File: src/rtl/mult_mat_pkg.sv
// Shared widths, frame length and loader state encoding for the mult_mat front end.
// CARGADOR_PARIDAD_EN adds a trailing even-parity bit to every frame.
package mult_mat_pkg;
  localparam int ANCHO_A = 6;
  localparam int ANCHO_B = 9;
  localparam int ANCHO_R = 6;
`ifdef CARGADOR_PARIDAD_EN
  localparam int LARGO_TRAMA = 16;
`else
  localparam int LARGO_TRAMA = 15;
`endif

  typedef enum logic [2:0] {
    LOAD_A  = 3'd0,
    LOAD_B  = 3'd1,
    LOAD_P  = 3'd2,
    ISSUE   = 3'd3,
    CAPTURE = 3'd4,
    DONE    = 3'd5
  } estado_t;
endpackage

File: src/rtl/cargador_mult_mat.sv
// Bit-serial loader for mult_mat: shifts in A then B, strobes clk_enable, returns the result.
// CARGADOR_PARIDAD_EN adds a LOAD_P state and the err_paridad output.
module cargador_mult_mat
  import mult_mat_pkg::*;
#(
  parameter int MULT_LAT = 1
) (
  input  logic               clk,
  input  logic               reset,
  input  logic               bit_in,
  input  logic               bit_valid,
  output logic               bit_ready,
  output logic [ANCHO_A-1:0] matriz_A,
  output logic [ANCHO_B-1:0] matriz_B,
  output logic               clk_enable,
  input  logic [ANCHO_R-1:0] matriz_resultado,
  output logic [ANCHO_R-1:0] res_out,
  output logic               res_valid,
  input  logic               res_ready
`ifdef CARGADOR_PARIDAD_EN
  ,
  output logic               err_paridad
`endif
);
  localparam logic [3:0] LAT_INI = 4'(MULT_LAT - 1);

  estado_t    estado_q, estado_d;
  logic [3:0] cnt_q, cnt_d;
  logic [3:0] lat_q, lat_d;
  logic       acepta;
`ifdef CARGADOR_PARIDAD_EN
  logic       paridad_ok;
  assign paridad_ok = (bit_in == ((^matriz_A) ^ (^matriz_B)));
`endif

  always_comb begin
    estado_d  = estado_q;
    cnt_d     = cnt_q;
    lat_d     = lat_q;
    bit_ready = (estado_q == LOAD_A) || (estado_q == LOAD_B) || (estado_q == LOAD_P);
    acepta    = bit_valid && bit_ready;
    case (estado_q)
      LOAD_A:
        if (acepta) begin
          if (cnt_q == 4'(ANCHO_A - 1)) begin
            cnt_d    = '0;
            estado_d = LOAD_B;
          end else cnt_d = cnt_q + 4'd1;
        end
      LOAD_B:
        if (acepta) begin
          if (cnt_q == 4'(ANCHO_B - 1)) begin
            cnt_d = '0;
`ifdef CARGADOR_PARIDAD_EN
            estado_d = LOAD_P;
`else
            estado_d = ISSUE;
            lat_d    = LAT_INI;
`endif
          end else cnt_d = cnt_q + 4'd1;
        end
`ifdef CARGADOR_PARIDAD_EN
      // A bad frame is dropped here; mult_mat never sees an enable for it.
      LOAD_P:
        if (acepta) begin
          if (paridad_ok) begin
            estado_d = ISSUE;
            lat_d    = LAT_INI;
          end else estado_d = LOAD_A;
        end
`endif
      ISSUE:
        if (lat_q == 4'd0) estado_d = CAPTURE;
        else lat_d = lat_q - 4'd1;
      CAPTURE: estado_d = DONE;
      DONE:    if (res_ready) estado_d = LOAD_A;
      default: estado_d = LOAD_A;
    endcase
  end

  always_ff @(posedge clk) begin
    if (reset) begin
      estado_q   <= LOAD_A;
      cnt_q      <= '0;
      lat_q      <= '0;
      matriz_A   <= '0;
      matriz_B   <= '0;
      res_out    <= '0;
      res_valid  <= 1'b0;
      clk_enable <= 1'b0;
`ifdef CARGADOR_PARIDAD_EN
      err_paridad <= 1'b0;
`endif
    end else begin
      estado_q <= estado_d;
      cnt_q    <= cnt_d;
      lat_q    <= lat_d;
      if (acepta && estado_q == LOAD_A) matriz_A <= {bit_in, matriz_A[ANCHO_A-1:1]};
      if (acepta && estado_q == LOAD_B) matriz_B <= {bit_in, matriz_B[ANCHO_B-1:1]};
      if (estado_q == CAPTURE) res_out <= matriz_resultado;
      // Registered from the next state so the strobes line up with the state itself.
      clk_enable <= (estado_d == ISSUE);
      res_valid  <= (estado_d == DONE);
`ifdef CARGADOR_PARIDAD_EN
      if (acepta && estado_q == LOAD_P) err_paridad <= ~paridad_ok;
`endif
    end
  end
endmodule
File: config.mk
export PLATFORM = sky130hd
export DESIGN_NAME = cargador_mult_mat
export DESIGN_NICKNAME = d
export VERILOG_FILES = /design/src/rtl/mult_mat_pkg.sv /design/src/rtl/cargador_mult_mat.sv
export SDC_FILE = /design/constraint.sdc
export NUM_CORES = 1
export LEC_CHECK = 0
export ABC_AREA = 1
export BUFFER_PORTS_ARGS = -buffer_cell sky130_fd_sc_hd__buf_2
export CAP_MARGIN = 25
export CORE_MARGIN = 2
export CORE_UTILIZATION = 46
export DETAILED_ROUTE_END_ITERATION = 8
export PLACE_DENSITY_LB_ADDON = 0.3
export SYNTH_ARGS = -nofsm -noshare
export SYNTH_HDL_FRONTEND = slang
export SYNTH_SLANG_ARGS = --single-unit
File: constraint.sdc
create_clock -name clk -period 1.27 [get_ports clk]
set_input_delay 0.254 -clock clk [delete_from_list [all_inputs] [get_ports clk]]
set_output_delay 0.254 -clock clk [all_outputs]
set_load 0.1 [all_outputs]
# --- Word level (Yosys, flattened, before mapping) ---
# Cells that the tools add are included.
totals:
  regBits: 34
  in_bits: 11
  out_inout_bits: 24
  wordCells: 50
op_classes:
  n_addsub: 2
  n_eq_ne: 13
  mux: 16
  reduce_logical: 11
ops:
  columns: ["operator", "count"]
  rows:
  - ["$mux 4", 7]
  - ["$mux 3", 6]
  - ["$pmux 4 s2", 2]
  - ["$pmux 3 s5", 1]
  - ["$eq 3x2->1 const B", 3]
  - ["$eq 3x3->1 const B", 3]
  - ["$ne 2x2->1 const B", 3]
  - ["$add 4x1->4 const B", 1]
  - ["$eq 4x3->1 const B", 1]
  - ["$eq 4x4->1 const B", 1]
  - ["$logic_not 4->1", 1]
  - ["$reduce_and 4->1", 1]
  - ["$reduce_bool 2->1", 2]
  - ["$sub 4x1->4 const B", 1]
  - ["$eq 3x1->1 const B", 1]
  - ["$logic_and 1x1->1", 3]
  - ["$logic_not 3->1", 1]
  - ["$reduce_and 3->1", 1]
  - ["$logic_or 1x1->1", 2]
  - ["$ne 2x1->1 const B", 1]

# --- Longest topological paths before layout ---
# Gate-level depths: netlist of the first run.
logic_depth:
  depth_word: 7
  mapped_depth: 9
  depth_no_buf: 9

# --- Worst setup path before layout of the first run ---
# Ideal clock, no wire load.
synth_timing:
  kind: "flip-flop to output port"
  start: "reg estado_q[2]"
  end: "out bit_ready"
  t_arrival_ns: 1.842
  required_time_ns: 1.016
  slack_ns: -0.826
  stages_incl_launch_ff: 2
  path_buffers: 0
  cell_sequence: "dfxtp_1 a21oi_1"
synth_via:
  elab_chain_cells: 3
  elab_cells_between_ends: 5
  classes_between: "2 x eq/ne; 3 x reduce/logical"
synth_rtl:
  columns: ["element", "line_no", "source"]
  rows:
  - ["start: declaration", "cargador_mult_mat.sv:27", "estado_t estado_q, estado_d;"]
  - ["start signal: assignment", "cargador_mult_mat.sv:95", "estado_q <= estado_d;"]
  - ["$eq 3x1->1 or $logic_not 3->1 (tied branches)", "cargador_mult_mat.sv:40", "bit_ready = (estado_q == LOAD_A) || (estado_q == LOAD_B) || (estado_q == LOAD_P);"]
  - ["$logic_or 1x1->1", "cargador_mult_mat.sv:40", null]
  - ["$logic_or 1x1->1 *", "cargador_mult_mat.sv:40", null]
  - ["end: declaration", "cargador_mult_mat.sv:12", "output logic bit_ready,"]
# Mark *: on every way between the ends. The rest lies on a longest branch, timed or not.

# --- Worst setup path after layout of the first run ---
layout_timing:
  start: "reg estado_q[1]"
  end: "out bit_ready"
# Same word-level chain as after synthesis.

==> results of run 1 <==
## registers in the layout (all words and copies together), names as in the netlist
name / flops
matriz_B: 9
matriz_A: 6
res_out: 6
cnt_q: 4
lat_q: 4
estado_q: 3
clk_enable: 1
res_valid: 1
## cells by family (layout without fill, tap and decap cells)
kind of cell / after synthesis / in the layout / share of synthesized area (%)
AND/OR/NAND/NOR: 91 / 91 / 28.6
flip-flops: 34 / 34 / 49.2
AO/OA/AOI/OAI: 32 / 32 / 12.4
buffers and inverters: 15 / 68 / 4.25
adder cells (fa/ha/maj): 4 / 4 / 3.62
XOR/XNOR: 3 / 3 / 1.90
## path summary, 6_finish.rpt
kind | from | endpoint | slack (ns) | cells after the start
worst max register to register | estado_q[1] | cnt_q[2] | -0.06 | 5
worst min register to register | lat_q[0] | lat_q[0] | 0.49 | 1
worst max-delay path | estado_q[1] | bit_ready | -0.13 | 3
worst min-delay path | matriz_resultado[5] | res_out[5] | 0.18 | 3
## report_power, final
part | internal [W] | leakage, nW | total, W | switching, W
sequential | 0.00108 | 0.278 | 0.00109 | 0.0000129
combinational | 0.0000652 | 0.578 | 0.000171 | 0.000105
clock | 0.000268 | 0.0353 | 0.000613 | 0.000345
## what timing repair did
item | CTS | global route
pin swaps | 4 | 10
endpoints found under the setup margin | 8 | 26
gates resized for setup | 9 | 17
gates cloned | 0 | 0
buffers inserted | 2 | 2
## routing by layer
layer | up-vias | share of wire [%]
li1 | 680 | -
met1 | 623 | 42
met2 | 34 | 50
met3 | 7 | 5.5
met4 | 0 | 1.6
met5 | - | 0
## stage by stage
stage,total power [W],hold WS [ns],setup TNS [ns],instances
after floorplan,0.00121,0.316,-0.377,179
after global placement,0.00127,0.447,-0.0455,251
after detailed placement,0.00128,0.453,-0.241,251
after CTS,0.00188,0.170,-0.272,261
after global routing,0.00194,0.180,-1.38,263
final,0.00187,0.179,-0.508,263
## Yosys cell counts
cell and number:
inv_2 1, xor2_1 3, o21ai_2 1, nor2_1 46, nor2_2 2, nand2_1 22, inv_1 11, ha_1 4
dfxtp_1 34, or2_0 1, nand2_2 4, nand3_2 1, a21oi_1 13, nor3_4 1, a21oi_2 2, o21ai_0 16
inv_4 1, clkbuf_1 2, nor3_1 1, nand3_1 13
## critical path, stage by stage, from the launching register on
cell,delay [ns]
dfxtp_4,0.37
buf_6,0.12
a21oi_4,0.14
buf_12,0.19
## final cells by class
type	instances	share of cell area, %
clock buffers	7	2.52
clock inverters	1	0.229
inverters	13	2.35
multi-input cells	130	31.6
flip-flops and latches	34	31.8
well taps	31	1.78
repair buffers	47	29.7
==> results by group, run 1 <==
Floorplanning
  – Die height: 58.8 µm
  – Die area: 0.00346 mm²
  – Initial Util: 49.3%
  – Core footprint: 0.00281 mm²
  – Site Rows: 19
  – Die span in x: 58.8 µm
  – I/O Pins: 35

Hold path
  – Hold Path Class: in -> reg

Detailed routing
  – Via count: 1,344
  – Routed wire per std cell: 12.5 µm
  – Routed wire length: 3290 µm
  – Via density: 5.11
  – DRT Pass-1 Iters: 6
  – DRT iter0 DRCs: 68
  – Post-DRT Antenna Nets: 0
  – Drt drc: 5

Clock network
  – CTS H-tree depth: 2
  – Number of hold buffers added after cts: 0
  – Clock transition at the registers of the reported paths: 0.10 ns
  – Clock sinks: 34
  – Root buf cell: clkbuf_4
  – Total CTS buffers: 5
  – Clock Latency Late Sink: 0.33 ns
  – CTS tree: built
  – Max Buffers Root-to-Sink: 2

Global routing
  – Vias in the first global route: 1,251
  – Pin count of the biggest net entering global routing: 18
  – Met2 usage: 33.8%
  – Met1 Track Usage GR: 25.8%
  – Initial antenna violation count: 0
  – Grt met3 use: 5.05%
  – First-pass GRT wire length: 5400 µm
  – GRT Overall Usage: 20.6%
  – GR peak layer: met2
  – Grt total ovfl: 0

STA
  – Crit share post-route: 110%
  – Endpoints failing setup: 13
  – Final worst setup slack: -0.133 ns
  – Slew Limit Fails: 0
  – Fin. Hold Viols: 0
  – Unrepaired setup endpoints after global routing: yes
  – Clock Skews: 0.0135 ns
  – Headroom to the max-slew limit: 67.4%
  – Fin crit period: 1.40 ns
  – Achievable frequency: 713 MHz
  – Worst slew pin tran: 0.489 ns

Power
  – VDD IR max: 0.621 mV
  – Leak pwr: 0.891 nW
  – Cell Pwr Density: 858 mW/mm²

Finish
  – Layout fillers: 169
  – Multi-input gate area: 689 µm²
  – Commonest non-fill, non-tap cell in the layout: nor2_1
  – Nets: 246
  – Storage element area: 694 µm²
  – Final core occ: 77.7%
  – Leading cell types in the layout, fill and taps excluded: nor2_1 (44), dfxtp_1 (27), buf_12 (24)
  – Antenna cell count: 0
  – Final instance area: 0.00218 mm²
  – Layout cell share with drive strength beyond 1: 35.8%
  – Area grow syn2layout: 57.7%

Synth
  – Mean Syn Cell Area: 7.72 µm²
  – Synthesis-stage register bit count: 34
  – Synthesized net count: 194
  – Syn Std Cell Area: 0.00138 mm²
  – Distinct cells, synth: 20
  – Seq/Total Area, Yosys: 49.2%
  – Synthesis Warnings: 0
  – Post-Syn Instances: 179
  – Top post-synthesis cells by area: dfxtp_1 (49%), nor2_1 (12%), nand2_1 (6.0%)
  – Cell type with the largest total area after synthesis: dfxtp_1
  – Post-synth top area share: 49.2%

Flow run
  – Max cap viols: 0

Run status
  – Failing checks: design-rule violations, negative setup slack
  – Status: complete, but fails checks

Setup path
  – Startpoint Class: register
  – Data arrival, critical path: 1.15 ns
  – Worst Path Max Fanout: 3
  – CP Capture Type: output port
  – CP Data Required Time: 1.02 ns
  – Setup CP Type: reg -> out

Place
  – Final GP Congestion: 0.847
  – Placed Area: 0.00203 mm²
  – Port Buffer Count: 34
  – Place WS: -0.0760 ns
  – Final HPWL from detailed placement: 2390 µm
(Power assumes the default switching activity.)
==> run 2, diff against run 1 <==
Settings changed: CELL_PAD_IN_SITES_DETAIL_PLACEMENT from default to 1, CELL_PAD_IN_SITES_GLOBAL_PLACEMENT from default to 1, CORE_UTILIZATION 46 to 33, SKIP_LAST_GASP from default to 1.
==> results by group, run 2 (synthesized netlist as in run 1, its figures left out) <==
STA
  – Setup TNS Final: -0.200 ns (+0.308 ns)
  – Slew Limit Fails: 0 (unchanged)
  – Headroom to the max-slew limit: 75.1% (+7.7 points)
  – Worst slew pin tran: 0.370 ns (-0.118 ns)
  – Clock Skews: 0.00546 ns (-0.00799 ns)
  – Unrepaired setup endpoints after global routing: yes
  – Endpoints failing setup: 6 (-7)
  – Final worst setup slack: -0.102 ns (+0.0311 ns)
  – Fin. Hold Viols: 0 (unchanged)
  – Achievable frequency: 729 MHz (+2.3%)
  – Fin crit period: 1.37 ns (-0.0311 ns)
  – Crit share post-route: 108% (-2.4 points)

Clock network
  – Clock transition at the registers of the reported paths: 0.07 ns (-0.03 ns)
  – CTS tree: built
  – Clock sinks: 34 (unchanged)
  – Total CTS buffers: 5 (unchanged)
  – CTS H-tree depth: 2 (unchanged)
  – Max Buffers Root-to-Sink: 2 (unchanged)
  – Root buf cell: clkbuf_8
  – Clock Latency Late Sink: 0.29 ns (-0.04 ns)

Finish
  – Largest register FFs: 9 (unchanged)
  – Layout cell share with drive strength beyond 1: 48.8% (+13 points)
  – Commonest non-fill, non-tap cell in the layout: nor2_1
  – Leading cell types in the layout, fill and taps excluded: nor2_1 (42), dfxtp_1 (25), buf_12 (25)
  – Area grow syn2layout: 79.7%
  – Largest regs: matriz_B: 9 flops, matriz_A: 6 flops, res_out: 6 flops
  – Final instance area: 0.00248 mm² (+14%)
  – Most flop-heavy register: matriz_B
  – Layout fillers: 457 (+170%)
  – Finished Layout Cells: 292 (+11%)
  – Antenna cell count: 0 (unchanged)
  – Multi-input gate area: 838 µm² (+22%)
  – Nets: 256 (+4.1%)
  – Storage element area: 697 µm² (+0.36%)

Run status
  – Failing checks: negative setup slack
  – Status: complete, but fails checks

Detailed routing
  – DRT Pass-1 Iters: 4 (-2)
  – Via count: 1,437 (+6.9%)
  – Routed wire per std cell: 14.8 µm (+18%)
  – Drt drc: 0 (-5)
  – Routed wire length: 4320 µm (+31%)
  – Via density: 4.92 (-3.7%)
  – DRT iter0 DRCs: 75 (+10%)
  – Post-DRT Antenna Nets: 0 (unchanged)

Setup path
  – Slowest cell on the critical path: dfxtp_2
  – Startpoint Class: register
  – Crit-path max cell delay: 0.35 ns (-0.02 ns)
  – Reg-to-reg endpoint: cnt_q[3]
  – Reg2Reg Depth: 5 (unchanged)
  – Reg-to-reg startpoint: estado_q[1]
  – CP Buf/Inv Count: 2 (unchanged)
  – Worst Path Max Fanout: 4 (+1)
  – R2R setup slack: -0.06 ns (about the same)
  – CP Data Required Time: 1.02 ns (about the same)
  – CP Capture Type: output port
  – Setup CP Type: reg -> out
  – Data arrival, critical path: 1.12 ns (-0.03 ns)
  – WP depth: 3 (unchanged)
  – CP top delay family: flip-flops
  – Critical path, cell by cell: buf_6, a21oi_4, buf_12

Global routing
  – Vias in the first global route: 1,383 (+11%)
  – Initial antenna violation count: 0 (unchanged)
  – Grt total ovfl: 0 (unchanged)
  – First-pass GRT wire length: 6440 µm (+19%)
  – GRT Overall Usage: 18.8% (-1.8 points)
  – Pin count of the biggest net entering global routing: 18 (unchanged)

Floorplanning
  – Die area: 0.00472 mm² (+36%)
  – I/O Pins: 35 (unchanged)
  – Core footprint: 0.00403 mm² (+44%)
  – Site Rows: 23 (+4)
  – Initial Util: 34.3% (-15 points)
  – Die height: 68.7 µm (+17%)
  – Die span in x: 68.7 µm (+17%)

Flow run
  – Max cap viols: 0 (unchanged)

Hold path
  – Worst Hold Endpoint: res_out[2]
  – Hold path startpoint: matriz_resultado[2]
  – Hold path cells: 3 (unchanged)
  – Hold Path Class: in -> reg

Power
  – Cell Pwr Density: 867 mW/mm² (+0.98%)
  – Leak pwr: 1.01 nW (+13%)
  – VDD IR max: 0.732 mV (+18%)

Place
  – Final GP Congestion: 0.800 (-5.6%)
  – Port Buffer Count: 34 (unchanged)
  – Final HPWL from detailed placement: 2740 µm (+15%)
  – Placed insts: 276 (+10%)
  – Placed Area: 0.00210 mm² (+3.4%)
[run 2: metal layers]
| metal | routed length, µm | track usage, % | up-vias |
|---|---|---|---|
| li1 | - | - | 702 |
| met5 | 0 | 0 | - |
| met3 | 204 | 6.49 | 11 |
| met4 | 90 | 6.13 | 0 |
| met1 | 1840 | 23.4 | 682 |
| met2 | 2180 | 30.4 | 42 |
[run 2: per-stage QoR]
| stage | hold slack, ns | setup slack, ns | total power (W) | utilization [%] |
|---|---|---|---|---|
| 2_1_floorplan | 0.316 | -0.0362 | 0.00121 | - |
| 3_3_place_gp | 0.447 | -0.0287 | 0.00128 | 52.0 |
| 3_5_place_dp | 0.450 | -0.0791 | 0.00129 | 52.0 |
| 4_1_cts | 0.218 | -0.103 | 0.00213 | 57.0 |
| 5_1_grt | 0.238 | -0.161 | 0.00224 | 61.7 |
| 6_report | 0.221 | -0.102 | 0.00215 | 61.7 |
[run 2: worst max-delay path by stage]
stage | start | end | slack (ns)
after detailed placement | cnt_q[1] | lat_q[3] | -0.08
after global placement | cnt_q[1] | lat_q[2] | -0.03
after global routing | estado_q[1] | cnt_q[3] | -0.16
final | estado_q[0] | bit_ready | -0.10
after floorplan | matriz_A[1] | matriz_A[0] | -0.04
after CTS | estado_q[1] | bit_ready | -0.10
[run 2: tightest hold or removal path: stages]
cell and delay [ns]:
buf_2 0.08, o21ai_0 0.07, nor2_1 0.08
[run 2: repair_timing]
action                                  in CTS  in global routing
gates cloned                                 0                  0
buffers inserted                             4                  4
pin swaps                                    6                 17
endpoints found under the setup margin      15                 29
hold buffers                                 0                  0
gates resized for setup                     22                 40
[run 2: layout make-up]
class | count | area share (%)
inverters | 13 | 2.17
well taps | 50 | 2.52
flip-flops and latches | 34 | 28.0
clock buffers | 7 | 3.47
multi-input cells | 130 | 33.7
repair buffers | 57 | 29.9
clock inverters | 1 | 0.201
[run 2: where the power goes]
part	leakage [nW]	total, W	internal [W]	switching (W)
registers	0.279	0.00109	0.00108	0.0000148
clock network	0.0482	0.000839	0.000437	0.000402
logic	0.679	0.000224	0.0000932	0.000130
total	1.01	0.00215	0.00161	0.000547
==> run 3, diff against run 2 <==
Settings changed: BUFFER_PORTS_ARGS -buffer_cell sky130_fd_sc_hd__buf_2 to -buffer_cell sky130_fd_sc_hd__buf_4.
==> results by group, run 3 (synthesized netlist as in run 1, its figures left out) <==
Run status
  – Status: complete, but fails checks
  – Failing checks: negative setup slack

Finish
  – Final core occ: 56.8% (-4.9 points)
  – Leading cell types in the layout, fill and taps excluded: buf_4 (55), nor2_1 (40), dfxtp_1 (26)
  – Most flop-heavy register: matriz_B
  – Nets: 266 (+3.9%)
  – Largest regs: matriz_B: 9 flops, matriz_A: 6 flops, res_out: 6 flops
  – Commonest non-fill, non-tap cell in the layout: buf_4
  – Largest register FFs: 9 (unchanged)
  – Layout cell share with drive strength beyond 1: 47.6% (-1.1 points)
  – Area grow syn2layout: 65.5%
  – Antenna cell count: 0 (unchanged)

Detailed routing
  – Drt drc: 0 (unchanged)
  – Routed wire length: 4850 µm (+12%)
  – Via count: 1,490 (+3.7%)
  – Post-DRT Antenna Nets: 0 (unchanged)
  – Via density: 4.93 (+0.25%)
  – DRT Pass-1 Iters: 4 (unchanged)
  – Routed wire per std cell: 16.1 µm (+8.7%)
  – DRT iter0 DRCs: 65 (-13%)

Setup path
  – CP Buf/Inv Count: 0 (-2)
  – CP Capture Type: register
  – CP startpoint: estado_q[1]
  – CP top delay family: simple AND/OR/NAND/NOR gates
  – Critical path, cell by cell: nor2_1, nand2_1, nor2_1, xor2_1, nor2_1
  – Startpoint Class: register
  – Crit-path max cell delay: 0.37 ns (+0.02 ns)
  – CP Data Required Time: 1.45 ns (+0.43 ns)
  – Setup CP Type: reg -> reg
  – Reg-to-reg startpoint: estado_q[1]
  – CP most frequent cell: nor2_1
  – Data arrival, critical path: 1.59 ns (+0.47 ns)
  – Slowest cell on the critical path: dfxtp_4
  – Worst Path Max Fanout: 4 (unchanged)

STA
  – Final worst setup slack: -0.145 ns (-0.0437 ns)
  – Fin crit period: 1.42 ns (+0.0437 ns)
  – Worst slew pin tran: 0.301 ns (-0.0693 ns)
  – Crit share post-route: 111% (+3.4 points)
  – Endpoints failing setup: 12 (+6)
  – Unrepaired setup endpoints after global routing: yes
  – Fin. Hold Viols: 0 (unchanged)
  – Achievable frequency: 707 MHz (-3.1%)
  – Clock Skews: 0.00418 ns (-0.00128 ns)
  – Headroom to the max-slew limit: 79.9% (+4.7 points)
  – Slew Limit Fails: 0 (unchanged)

Clock network
  – Number of hold buffers added after cts: 0 (unchanged)
  – Max Buffers Root-to-Sink: 2 (unchanged)
  – Clock transition at the registers of the reported paths: 0.07 ns (about the same)
  – Clock Latency Late Sink: 0.29 ns (about the same)
  – Clock sinks: 34 (unchanged)
  – Root buf cell: clkbuf_8
  – Total CTS buffers: 5 (unchanged)
  – CTS H-tree depth: 2 (unchanged)
  – CTS tree: built

Global routing
  – Initial antenna violation count: 0 (unchanged)
  – GRT Overall Usage: 18.5% (-0.33 points)
  – First-pass GRT wire length: 6390 µm (-0.75%)
  – Pin count of the biggest net entering global routing: 14 (-4)
  – Grt total ovfl: 0 (unchanged)
  – Vias in the first global route: 1,401 (+1.3%)

Power
  – Cell-internal power: 0.00161 W (about the same)
  – Sequential power share: 50.2% (-0.4 points)
  – Comb pwr share: 10.6% (+0.2 points)
  – Cell Pwr Density: 945 mW/mm² (+9.0%)
  – VDD IR max: 0.625 mV (-15%)
  – Net Sw Frac: 25.7% (+0.24 points)
  – Leak pwr: 0.989 nW (-1.8%)
  – Power consumption: 0.00216 W (+0.41%)
  – P_sw: 0.000555 W (+1.4%)
  – Clock power frac: 39.1% (about the same)

Floorplanning
  – Core footprint: 0.00403 mm² (unchanged)
  – Site Rows: 23 (unchanged)
  – Die area: 0.00472 mm² (unchanged)
  – Die height: 68.7 µm (unchanged)
  – Initial Util: 34.3% (unchanged)
  – Die span in x: 68.7 µm (unchanged)
  – I/O Pins: 35 (unchanged)

Hold path
  – Hold Path Class: in -> reg
  – Hold path startpoint: matriz_resultado[3]

Flow run
  – Max cap viols: 0 (unchanged)

Place
  – Port Buffer Count: 34 (unchanged)
  – Final GP Congestion: 0.771 (-3.6%)
  – Final HPWL from detailed placement: 2760 µm (+0.59%)
==> run 3: final cells by class <==
type,instances,area (µm²)
fill,489,1740
multi-input combinational,130,805
sequential,34,698
timing repair buffer,67,574
clock buffer,6,82.6
tap,50,62.6
inverter,13,53.8
clock inverter,2,12.5
==> run 3: worst reg2reg max path, cell delays in order (launching register included) <==
cell,delay [ns]
dfxtp_4,0.37
nor2_1,0.27
nand2_1,0.20
nor2_1,0.18
xor2_1,0.21
nor2_1,0.08
==> run 3: power groups by stage <==
stage	registers [W]	clock network (W)	logic (W)
2_1_floorplan	0.00114	0	0.0000668
3_3_place_gp	0.00111	0	0.000180
3_5_place_dp	0.00111	0	0.000184
4_1_cts	0.00108	0.000856	0.000188
5_1_grt	0.00109	0.000909	0.000250
6_report	0.00109	0.000847	0.000230
==> run 3: metrics by stage <==
| stage | instances | instance area [µm²] | setup TNS [ns] | hold slack [ns] | setup slack (ns) |
|---|---|---|---|---|---|
| after global placement | 281 | 1870 | -0.0132 | 0.452 | -0.00785 |
| after detailed placement | 281 | 1870 | -0.117 | 0.450 | -0.0461 |
| final | 302 | 2290 | -0.648 | 0.210 | -0.145 |
| after CTS | 296 | 2070 | -0.325 | 0.217 | -0.0937 |
| after floorplan | 179 | 1400 | -0.377 | 0.316 | -0.0362 |
| after global routing | 302 | 2290 | -1.60 | 0.231 | -0.233 |
==> run 3: path summary, 6_finish.rpt <==
check	end	depth (start not counted)	slack, ns
worst max-delay path	cnt_q[3]	5	-0.15
worst max register to register	cnt_q[3]	5	-0.15
worst min register to register	lat_q[0]	1	0.42
worst min-delay path	res_out[3]	3	0.21
==> run 3: repair_timing <==
action,in CTS,in global routing
setup endpoints to repair,7,29
pin swaps,8,21
gates resized for setup,15,53
cloned,0,0
buffers inserted,7,6
==> run 3: layer usage <==
metal / share of wire [%] / GRT usage (%)
met1: 40 / 21.6
met2: 54 / 31.6
met3: 3.2 / 6.17
met4: 3.2 / 6.37
met5: 0 / 0
